File: src/rtl/frame_tick_sequencer.sv
// Frame tick divider plus erase/update/draw phase sequencer with overrun tracking.
// Optional one-deep tick queue enabled by defining TICK_QUEUE_EN.
module frame_tick_sequencer #(
    parameter int unsigned TICK_DIV = 833333,
    parameter int unsigned CNT_W    = 20
) (
    input  logic       clock,
    input  logic       resetn,
    input  logic       enable,
    input  logic       erase_done,
    input  logic       update_done,
    input  logic       draw_done,
    input  logic       overrun_clr,
    output logic       tick,
    output logic       erase_req,
    output logic       update_req,
    output logic       draw_req,
    output logic       busy,
    output logic       overrun,
    output logic [7:0] frame_cnt
);

    typedef enum logic [1:0] {
        StIdle,
        StErase,
        StUpdate,
        StDraw
    } state_e;

    localparam logic [CNT_W-1:0] LastCnt = CNT_W'(TICK_DIV - 1);

    logic [CNT_W-1:0] r_cnt;
    logic             r_tick;
    state_e           r_state;
    logic             r_busy;
    logic             r_erase_req;
    logic             r_update_req;
    logic             r_draw_req;
    logic             r_overrun;
    logic [7:0]       r_frame_cnt;

    logic             w_wrap;
    state_e           w_state_d;
    logic             w_tick_busy;
    logic             w_set_ovr;
    logic             w_pending_avail;
    logic             w_frame_inc;
    logic             w_overrun_d;

    // ------------------------------------------------------------------
    // Tick divider
    // ------------------------------------------------------------------
    assign w_wrap = enable && (r_cnt == LastCnt);

    always_ff @(posedge clock or negedge resetn) begin
        if (!resetn) begin
            r_cnt  <= '0;
            r_tick <= 1'b0;
        end else begin
            r_tick <= w_wrap;
            if (!enable || w_wrap) begin
                r_cnt <= '0;
            end else begin
                r_cnt <= r_cnt + 1'b1;
            end
        end
    end

    assign w_tick_busy = r_tick && (r_state != StIdle);

`ifdef TICK_QUEUE_EN
    logic r_pending;
    logic w_queue_tick;
    logic w_pending_d;

    // First tick during a frame is parked; a second one is a genuine overrun.
    assign w_queue_tick    = w_tick_busy && !r_pending;
    assign w_set_ovr       = w_tick_busy && r_pending;
    assign w_pending_avail = r_pending || w_queue_tick;

    always_comb begin
        w_pending_d = r_pending || w_queue_tick;
        if ((r_state == StDraw) && draw_done) begin
            w_pending_d = 1'b0;
        end
    end

    always_ff @(posedge clock or negedge resetn) begin
        if (!resetn) begin
            r_pending <= 1'b0;
        end else begin
            r_pending <= w_pending_d;
        end
    end
`else
    assign w_set_ovr       = w_tick_busy;
    assign w_pending_avail = 1'b0;
`endif

    // ------------------------------------------------------------------
    // Phase FSM: next state
    // ------------------------------------------------------------------
    always_comb begin
        w_state_d   = r_state;
        w_frame_inc = 1'b0;
        case (r_state)
            StIdle: begin
                if (r_tick) begin
                    w_state_d = StErase;
                end
            end
            StErase: begin
                if (erase_done) begin
                    w_state_d = StUpdate;
                end
            end
            StUpdate: begin
                if (update_done) begin
                    w_state_d = StDraw;
                end
            end
            StDraw: begin
                if (draw_done) begin
                    w_frame_inc = 1'b1;
                    w_state_d   = w_pending_avail ? StErase : StIdle;
                end
            end
            default: begin
                w_state_d = StIdle;
            end
        endcase
    end

    always_comb begin
        w_overrun_d = r_overrun;
        if (w_set_ovr) begin
            w_overrun_d = 1'b1;
        end else if (overrun_clr) begin
            w_overrun_d = 1'b0;
        end
    end

    // Requests and busy are registered from the next state so they change on the same edge.
    always_ff @(posedge clock or negedge resetn) begin
        if (!resetn) begin
            r_state      <= StIdle;
            r_busy       <= 1'b0;
            r_erase_req  <= 1'b0;
            r_update_req <= 1'b0;
            r_draw_req   <= 1'b0;
            r_overrun    <= 1'b0;
            r_frame_cnt  <= 8'd0;
        end else begin
            r_state      <= w_state_d;
            r_busy       <= (w_state_d != StIdle);
            r_erase_req  <= (w_state_d == StErase);
            r_update_req <= (w_state_d == StUpdate);
            r_draw_req   <= (w_state_d == StDraw);
            r_overrun    <= w_overrun_d;
            if (w_frame_inc) begin
                r_frame_cnt <= r_frame_cnt + 8'd1;
            end
        end
    end

    assign tick       = r_tick;
    assign erase_req  = r_erase_req;
    assign update_req = r_update_req;
    assign draw_req   = r_draw_req;
    assign busy       = r_busy;
    assign overrun    = r_overrun;
    assign frame_cnt  = r_frame_cnt;

endmodule

File: config.mk
export PLATFORM = sky130hd
export DESIGN_NAME = frame_tick_sequencer
export DESIGN_NICKNAME = d
export VERILOG_FILES = /design/src/rtl/frame_tick_sequencer.sv
export SDC_FILE = /design/constraint.sdc
export NUM_CORES = 1
export LEC_CHECK = 0
export CAP_MARGIN = 10
export CORE_ASPECT_RATIO = 0.7
export CORE_UTILIZATION = 35
export CTS_CLUSTER_SIZE = 30
export DETAILED_ROUTE_END_ITERATION = 8
export SYNTH_ARGS = -nofsm -noshare
export SYNTH_HDL_FRONTEND = slang
export SYNTH_SLANG_ARGS = --single-unit
File: constraint.sdc
create_clock -name clock -period 4.5 [get_ports clock]
set_input_delay 0.9 -clock clock [delete_from_list [all_inputs] [get_ports clock]]
set_output_delay 0.9 -clock clock [all_outputs]
set_load 0.005 [all_outputs]
==> results.cfg, run 1 <==
[timing]
grt_setup_unrepaired = no
slew_headroom_pct = 46.6
clock_skew_ns = 0.00791
fmax_mhz = 464
setup-tns-final_ns = 0
hold_violations = 0
fin_crit_sh_pct = 47.9
setup_viol = 0
slew_viol_final = 0
worst_pin_slew_ns = 0.793
period_needed_ns = 2.16
hold_ws_ns = 0.476

[place]
hpwl_mm = 2.35
place_inst = 233
numPortBuffers = 20
place.gp.congestion = 0.775

[floorplan]
die_x_um = 84.1
core_area_sq_um = 4430
die-area_sq_um = 5010
start_util_pct = 37.3
pin_count = 21
rows = 20
dieHeight_um = 59.5

[clocking]
clk_pin_slew_ns = 0.07
cts-root-buf = clkbuf_8
clk_latency_ns = 0.29
cts_buffer_depth = 2
cts_tree = built
cts.sinks = 36
cts_setup_buffers = 0
htreeDepth = 2
cts_buffers = 5
ctsResizeCount = 0
cts-hold-fix-buffers = 0

[routing]
firstDrtPassIters = 4
vias = 1197
drc = 0
routedWlPerCell_um = 13.5
vias_per_cell = 4.99
routed_wl_mm = 3.25
drt-initial-drc-count = 69
final_antenna_net_count = 0

[setup_path]
endpoint_kind = primary output
path_delay_family = buffers and inverters
crit_slowest_cell = clkdlybuf4s50_1
cp-start-kind = register
critical_path_arrival_ns = 1.26
slowest_delay_ns = 0.54
cp.required_ns = 3.60
cp_max_fo = 5
crit_buf_inv = 1
critical_path_class = register to primary output
crit_chain = clkdlybuf4s50_1

[global_routing]
overflow = 0
antenna_found_initial = 0
grt_pass1_vias = 1120
grt_max_degree = 37
grtUsageTotal_pct = 14.7
grt_pass1_wl_mm = 5.39

[job]
drv_cap = 0

[power]
p_leak_nw = 0.840
max-vdd-ir-drop_uv = 202
p_per_area_nw_per_um2 = 406

[final_layout]
drive_gt1_share_pct = 7.57
finalNetCount = 195
nFillCells = 420
area_delta_synth_final_pct = 21.9
antennaDiodeCount = 0
stdcell_count = 240

[synth]
ys_seq_area_share_pct = 54.5
postSynthNetCount = 168
netlist_area_sq_um = 1650
synth.avg_cell_area_sq_um = 10.5
yosysWarningCount = 0
synth_cell_types = 31
synth_seq_cells = 36
syn_inst = 158

[run_status]
status = finished, final reports clean

[hold_path]
hold_path_class = register to register
cells in the mapped netlist (all sizes together):
library cell | count | share of area [%]
nor2b | 2 | 0.76
xnor2 | 18 | 9.5
nor3b | 1 | 0.45
o21ai | 4 | 1.9
nor4b | 1 | 0.53
or2 | 1 | 0.38
nand2 | 10 | 2.3
a31oi | 1 | 0.38
buf | 1 | 0.68
nor3 | 6 | 1.8
and3 | 5 | 2.0
o211a | 1 | 0.61
nor4 | 5 | 1.9
mux2i | 1 | 0.61
nor2 | 24 | 5.5
nand2b | 3 | 1.1
xor2 | 3 | 1.6
inv | 9 | 2.0
a21boi | 1 | 0.45
and2 | 1 | 0.38
dfrtp | 36 | 55
a21oi | 1 | 0.30
o221ai | 2 | 1.1
nand3 | 8 | 2.4
ha | 3 | 2.3
nand4 | 7 | 2.6
or4b | 1 | 0.61
or4 | 1 | 0.68
o21ba | 1 | 0.61
cell usage in the layout (no fill, tap or decap), types with 5 or more instances in the layout:
master / synthesis / routed
inv_1: 9 / 9
clkdlybuf4s50_1: 0 / 20
nand4_1: 7 / 7
clkbuf_8: 0 / 7
dfrtp_1: 36 / 36
nor2_1: 24 / 24
nand3_1: 8 / 8
nor4_1: 5 / 5
nand2_1: 10 / 10
nor3_1: 6 / 6
xnor2_1: 18 / 18
kinds of logic (layout without fill, tap and decap cells):
family / Yosys count / after routing / share of synthesized area [%]
flip-flops: 36 / 36 / 54.5
buffers and inverters: 10 / 37 / 2.73
multiplexers: 1 / 1 / 0.606
XOR/XNOR: 21 / 21 / 11.1
AND/OR/NAND/NOR: 76 / 76 / 23.5
AO/OA/AOI/OAI: 11 / 11 / 5.30
adder cells (fa/ha/maj): 3 / 3 / 2.27
metal layers:
metal / vias up / track usage (%) / wire length [um]
li1: 595 / - / -
met1: 576 / 19.1 / 1670
met2: 19 / 21.5 / 1420
met3: 7 / 4.18 / 88
met4: 0 / 10.3 / 76
met5: - / 0 / 0
area by class of cell:
type,count,area [sq um],share of cell area [%]
clock buffer,7,96.3,4.78
sequential,36,901,44.7
inverter,9,33.8,1.68
multi-input combinational,112,707,35.1
timing repair buffer,21,208,10.3
tap,55,68.8,3.42
power by group:
group	switching [mW]	internal, mW	total [mW]
clock network	0.109	0.136	0.245
logic	0.0653	0.0960	0.161
registers	0.0441	0.368	0.412
total	0.218	0.600	0.818
path summary, 6_finish.rpt:
path | startpoint | end | slack [ns] | cells after the start
min reg2reg | frame_cnt[7] | frame_cnt[7] | 0.48 | 1
max in group asynchronous | resetn | r_cnt[0] | 3.16 | 2
min in group asynchronous | resetn | tick | 1.03 | 2
max reg2reg | r_cnt[17] | r_cnt[19] | 2.35 | 4
min | frame_cnt[7] | frame_cnt[7] | 0.48 | 1
max | frame_cnt[3] | frame_cnt[3] | 2.34 | 1
registers in the layout, summed over array words and instances, names as in the netlist:
| register | count |
|---|---|
| overrun | 1 |
| r_state | 2 |
| frame_cnt | 8 |
| erase_req | 1 |
| tick | 1 |
| r_cnt | 20 |
| update_req | 1 |
| draw_req | 1 |
| busy | 1 |
per-stage QoR:
| step | worst slack [ns] | power [mW] | util (%) | area (sq um) |
|---|---|---|---|---|
| 5_1_grt | 2.25 | 0.865 | 45.5 | 2010 |
| 3_3_place_gp | 2.32 | 0.575 | 43.3 | 1920 |
| 6_report | 2.34 | 0.818 | 45.5 | 2010 |
| 3_5_place_dp | 2.23 | 0.580 | 43.3 | 1920 |
| 4_1_cts | 2.33 | 0.830 | 45.5 | 2010 |
| 2_1_floorplan | 2.62 | 0.479 | - | 1650 |
(Power assumes the default switching activity.)
==> run 2, diff against run 1 <==
==> constraint.sdc (replaced) <==
create_clock -name clock -period 2.1 [get_ports clock]
set_input_delay 0.42 -clock clock [delete_from_list [all_inputs] [get_ports clock]]
set_output_delay 0.42 -clock clock [all_outputs]
set_load 0.005 [all_outputs]
==> run 2 against run 1 <==
Effect of this change:
- die area is the same
- non-clock buffer count grew 6
- count of clock-buffer cells in the layout shrank 1
- first-iteration DRC count grew 29%
- via count grew 3.2%
- design area grew 2.9%
- power grew 110%
- combinational power grew 120%
- global-route usage is essentially flat
- critical path type is now register to register
- critical endpoint is now r_cnt[3]
- largest cell class unchanged
==> results.cfg, run 2 (same netlist as run 1, synthesis figures left out) <==
[place]
placedInstanceArea_sq_um = 1980
hpwl_mm = 2.39
place.gp.congestion = 0.746
numPortBuffers = 20
dp_slack_ns = 0.102

[setup_path]
cp-start-kind = register
cp.required_ns = 2.28
critical_path_arrival_ns = 2.19
endpoint_kind = register
critical_path_class = register to register
cp_max_fo = 11

[clocking]
cts.sinks = 36
clk_pin_slew_ns = 0.08
clk_latency_ns = 0.29
ctsResizeCount = 0
cts_buffers = 5
cts_tree = built
cts-hold-fix-buffers = 0
htreeDepth = 2
cts_setup_buffers = 0
cts-root-buf = clkbuf_8
cts_buffer_depth = 2

[final_layout]
layout_commonest_cell = dfrtp_1
largest_reg_flops = 20
final_util_pct = 46.8
top_register = r_cnt
finalInstanceArea_sq_um = 2070
finalNetCount = 201
antennaDiodeCount = 0
final_cell_mix = dfrtp_1, nor2_1, clkdlybuf4s50_1
area_delta_synth_final_pct = 25.4
drive_gt1_share_pct = 10.9

[floorplan]
dieHeight_um = 59.5
start_util_pct = 37.3
core_area_sq_um = 4430
rows = 20
die-area_sq_um = 5010
pin_count = 21
die_x_um = 84.1

[routing]
final_antenna_net_count = 0
firstDrtPassIters = 4
vias_per_cell = 5.00
routed_wl_mm = 3.28
drt-initial-drc-count = 89
drc = 0
routedWlPerCell_um = 13.3
vias = 1235

[power]
max-vdd-ir-drop_uv = 375
p_leak_nw = 0.876
p_per_area_nw_per_um2 = 844

[timing]
hold_violations = 0
worst_pin_slew_ns = 0.455
setup_viol = 0
grt_setup_unrepaired = no
setup_ws_ns = 0.0854
period_needed_ns = 2.01
clock_skew_ns = 0.00575
fmax_mhz = 496
slew_headroom_pct = 69.7
fin_crit_sh_pct = 95.9
slew_viol_final = 0
setup-tns-final_ns = 0

[hold_path]
hold_path_class = register to register

[global_routing]
grt_max_degree = 37
grtUsageTotal_pct = 14.7
overflow = 0
antenna_found_initial = 0
grt_pass1_wl_mm = 5.58
grt_pass1_vias = 1156

[run_status]
status = finished, final reports clean

[job]
drv_cap = 0
run 2: cell count changes in the layout (fill, tap and decap cells not counted):
cell,delta
buf_12,+1
buf_4,+5
clkbuf_8,-1
clkinv_2,+1
inv_6,+1
run 2: final timing paths:
check	start	endpoint	slack, ns	cells after the start
min in group asynchronous	resetn	update_req	0.54	2
worst min register to register	frame_cnt[7]	frame_cnt[7]	0.47	1
worst max register to register	r_cnt[17]	r_cnt[3]	0.09	5
worst min-delay path	frame_cnt[7]	frame_cnt[7]	0.47	1
max in group asynchronous	resetn	r_cnt[15]	1.24	2
worst max-delay path	r_cnt[17]	r_cnt[3]	0.09	5
run 2: area by class of cell:
type / count / area (sq um)
fillers: 383 / 2360
flip-flops and latches: 36 / 901
multi-input cells: 112 / 707
repair buffers: 27 / 265
clock buffers: 6 / 82.6
well taps: 55 / 68.8
inverters: 9 / 33.8
clock inverters: 2 / 13.8
run 2: metal layers:
| metal | routed length, um | GRT usage [%] | share of wire (%) | vias up |
|---|---|---|---|---|
| li1 | - | - | - | 606 |
| met1 | 1730 | 19.8 | 53 | 609 |
| met2 | 1420 | 22.0 | 43 | 16 |
| met3 | 73 | 4.18 | 2.2 | 4 |
| met4 | 53 | 7.39 | 1.6 | 0 |
| met5 | 0 | 0 | 0 | - |
run 2: through the flow:
step	power, mW	std cells	hold slack, ns
2_1_floorplan	1.03	158	0.124
3_3_place_gp	1.23	239	0.461
3_5_place_dp	1.24	239	0.469
4_1_cts	1.77	247	0.480
5_1_grt	1.86	247	0.487
6_report	1.75	247	0.471
run 2: worst max-delay path: stages, from the launching register on:
cell and delay (ns):
dfrtp_1 0.40, or4b_1 0.51, or4_4 0.47, o21ai_4 0.31
buf_12 0.17, nor2_1 0.05
run 2: power by group:
| part | internal, mW | leakage [nW] | switching, mW |
|---|---|---|---|
| Sequential | 0.787 | 0.484 | 0.0911 |
| Combinational | 0.209 | 0.340 | 0.138 |
| Clock | 0.268 | 0.0516 | 0.255 |
| Total | 1.26 | 0.876 | 0.485 |
==> run 3, diff against run 2 <==
==> constraint.sdc (replaced) <==
create_clock -name clock -period 1.8 [get_ports clock]
set_input_delay 0.36 -clock clock [delete_from_list [all_inputs] [get_ports clock]]
set_output_delay 0.36 -clock clock [all_outputs]
set_load 0.005 [all_outputs]
==> run 3 against run 2 <==
Effect of this change:
- the run now ends with setup timing left
- global-route usage up 1.5 points
- maximum frequency up 5.2%
- power up 14%
- highest routed layer unchanged
- worst setup slack worse by 0.20 ns
- cell count up 2.8%
- sequential share of layout area down 0.82 points
- design area up 1.9%
- count of clock-buffer cells in the layout down 1
- register-to-register slack worse by 0.20 ns
- first-iteration DRC count up 25%
- routed wire length up 6.3%
==> results.cfg, run 3 (same netlist as run 1, synthesis figures left out) <==
[run_status]
status = complete, but fails checks
violations = setup timing

[routing]
vias_per_cell = 4.93
drt-initial-drc-count = 111
firstDrtPassIters = 4
routedWlPerCell_um = 13.7
routed_wl_mm = 3.49
vias = 1253
drc = 0
final_antenna_net_count = 0

[timing]
setup_ws_ns = -0.115
slew_viol_final = 0
hold_violations = 0
period_needed_ns = 1.91
slew_headroom_pct = 69.8
fin_crit_sh_pct = 106
fmax_mhz = 522
setup-tns-final_ns = -1.77
worst_pin_slew_ns = 0.452
clock_skew_ns = 0.00858
setup_viol = 19
grt_setup_unrepaired = yes

[place]
place.gp.congestion = 0.805
hpwl_mm = 2.62
dp_slack_ns = -0.128
numPortBuffers = 20

[clocking]
cts_buffer_depth = 2
cts_buffers = 5
cts_tree = built
cts.sinks = 36
htreeDepth = 2
cts_setup_buffers = 0
clk_latency_ns = 0.29
cts-root-buf = clkbuf_8
clk_pin_slew_ns = 0.07

[final_layout]
antennaDiodeCount = 0
area_delta_synth_final_pct = 27.8
layout_commonest_cell = dfrtp_1
finalNetCount = 209
largest_reg_flops = 20
drive_gt1_share_pct = 14.6
final_cell_mix = dfrtp_1, nor2_1, clkdlybuf4s50_1
top_register = r_cnt

[global_routing]
overflow = 0
grt_pass1_vias = 1260
grt_max_degree = 37
grtUsageTotal_pct = 16.2
antenna_found_initial = 0
grt_pass1_wl_mm = 6.08

[setup_path]
cp_max_fo = 10
slowest_delay_ns = 0.53
crit_chain = or4b_4 > or4_4 > o21ai_4 > buf_6 > nor2_1
endpoint_kind = register
critical_path_arrival_ns = 2.08
ff2ff_path_depth = 5
critical_path_class = register to register
crit_slowest_cell = or4b_4
r2r_end = r_cnt[4]
r2r_start = r_cnt[17]
cp.required_ns = 1.97
startpoint = r_cnt[17]
reg2reg_setup_slack_ns = -0.11
cp-start-kind = register
crit_path_end = r_cnt[4]

[power]
p_per_area_nw_per_um2 = 940
p_leak_nw = 0.902
max-vdd-ir-drop_uv = 525

[floorplan]
core_area_sq_um = 4430
dieHeight_um = 59.5
pin_count = 21
rows = 20
die-area_sq_um = 5010
start_util_pct = 37.3
die_x_um = 84.1

[hold_path]
hold_path_class = input port to asynchronous set/reset pin

[job]
drv_cap = 0
run 3: cell types whose count changed in the layout (fill, tap and decap cells not counted):
cell,before,now
buf_12,1,0
buf_4,6,14
buf_6,0,1
clkbuf_8,6,5
clkinvlp_4,0,1
inv_6,1,0
or4b_1,1,0
or4b_4,0,1
run 3: cell type report:
cell class                 instances  area (sq um)
clock inverter                     2          12.5
timing repair buffer              35           317
inverter                           9          33.8
sequential                        36           901
tap                               55          68.8
fill                             419          2320
clock buffer                       5          68.8
multi-input combinational        112           711
run 3: metrics by stage:
stage / hold slack (ns) / instances / area [sq um] / util [%] / total power, mW
final: 0.489 / 254 / 2110 / 47.7 / 1.99
after global routing: 0.521 / 254 / 2110 / 47.7 / 2.11
after CTS: 0.497 / 254 / 2110 / 47.6 / 2.02
after detailed placement: 0.493 / 247 / 2020 / 45.7 / 1.46
after global placement: 0.461 / 247 / 2020 / 45.7 / 1.45
after floorplan: 0.0644 / 158 / 1650 / - / 1.20
run 3: worst min path at each step:
stage	start	endpoint	slack, ns	cells past startpoint
after floorplan	resetn	busy	0.06	0
after global placement	frame_cnt[7]	frame_cnt[7]	0.46	1
after detailed placement	frame_cnt[6]	frame_cnt[6]	0.49	1
after CTS	resetn	busy	0.50	2
after global routing	frame_cnt[6]	frame_cnt[6]	0.52	1
final	resetn	busy	0.49	2
run 3: power by group:
part | total, mW | leakage [nW] | switching, mW | internal [mW]
logic | 0.416 | 0.379 | 0.166 | 0.250
clock network | 0.545 | 0.0400 | 0.283 | 0.262
registers | 1.03 | 0.484 | 0.106 | 0.919
total | 1.99 | 0.902 | 0.555 | 1.43
run 3: routing by layer:
metal	vias to the layer above	wire length, um	track usage, %
met5	-	0	0
li1	621	-	-
met3	6	100	4.18
met2	15	1560	25.6
met4	0	48	6.65
met1	611	1780	21.6
run 3: worst max-delay path: cells and delay by family, from the launching register on:
family                 cells  cell delay, ns
DFF                        1            0.38
AOI/OAI and AO/OA          1            0.19
buffers and inverters      1            0.17
and+or+nand+nor            3            1.04
run 3: timing repair:
action,CTS,global route
endpoints found under the setup margin,19,20
hold buffers,0,0
gates resized for setup,1,1
cloned,0,0
pin swaps,0,1
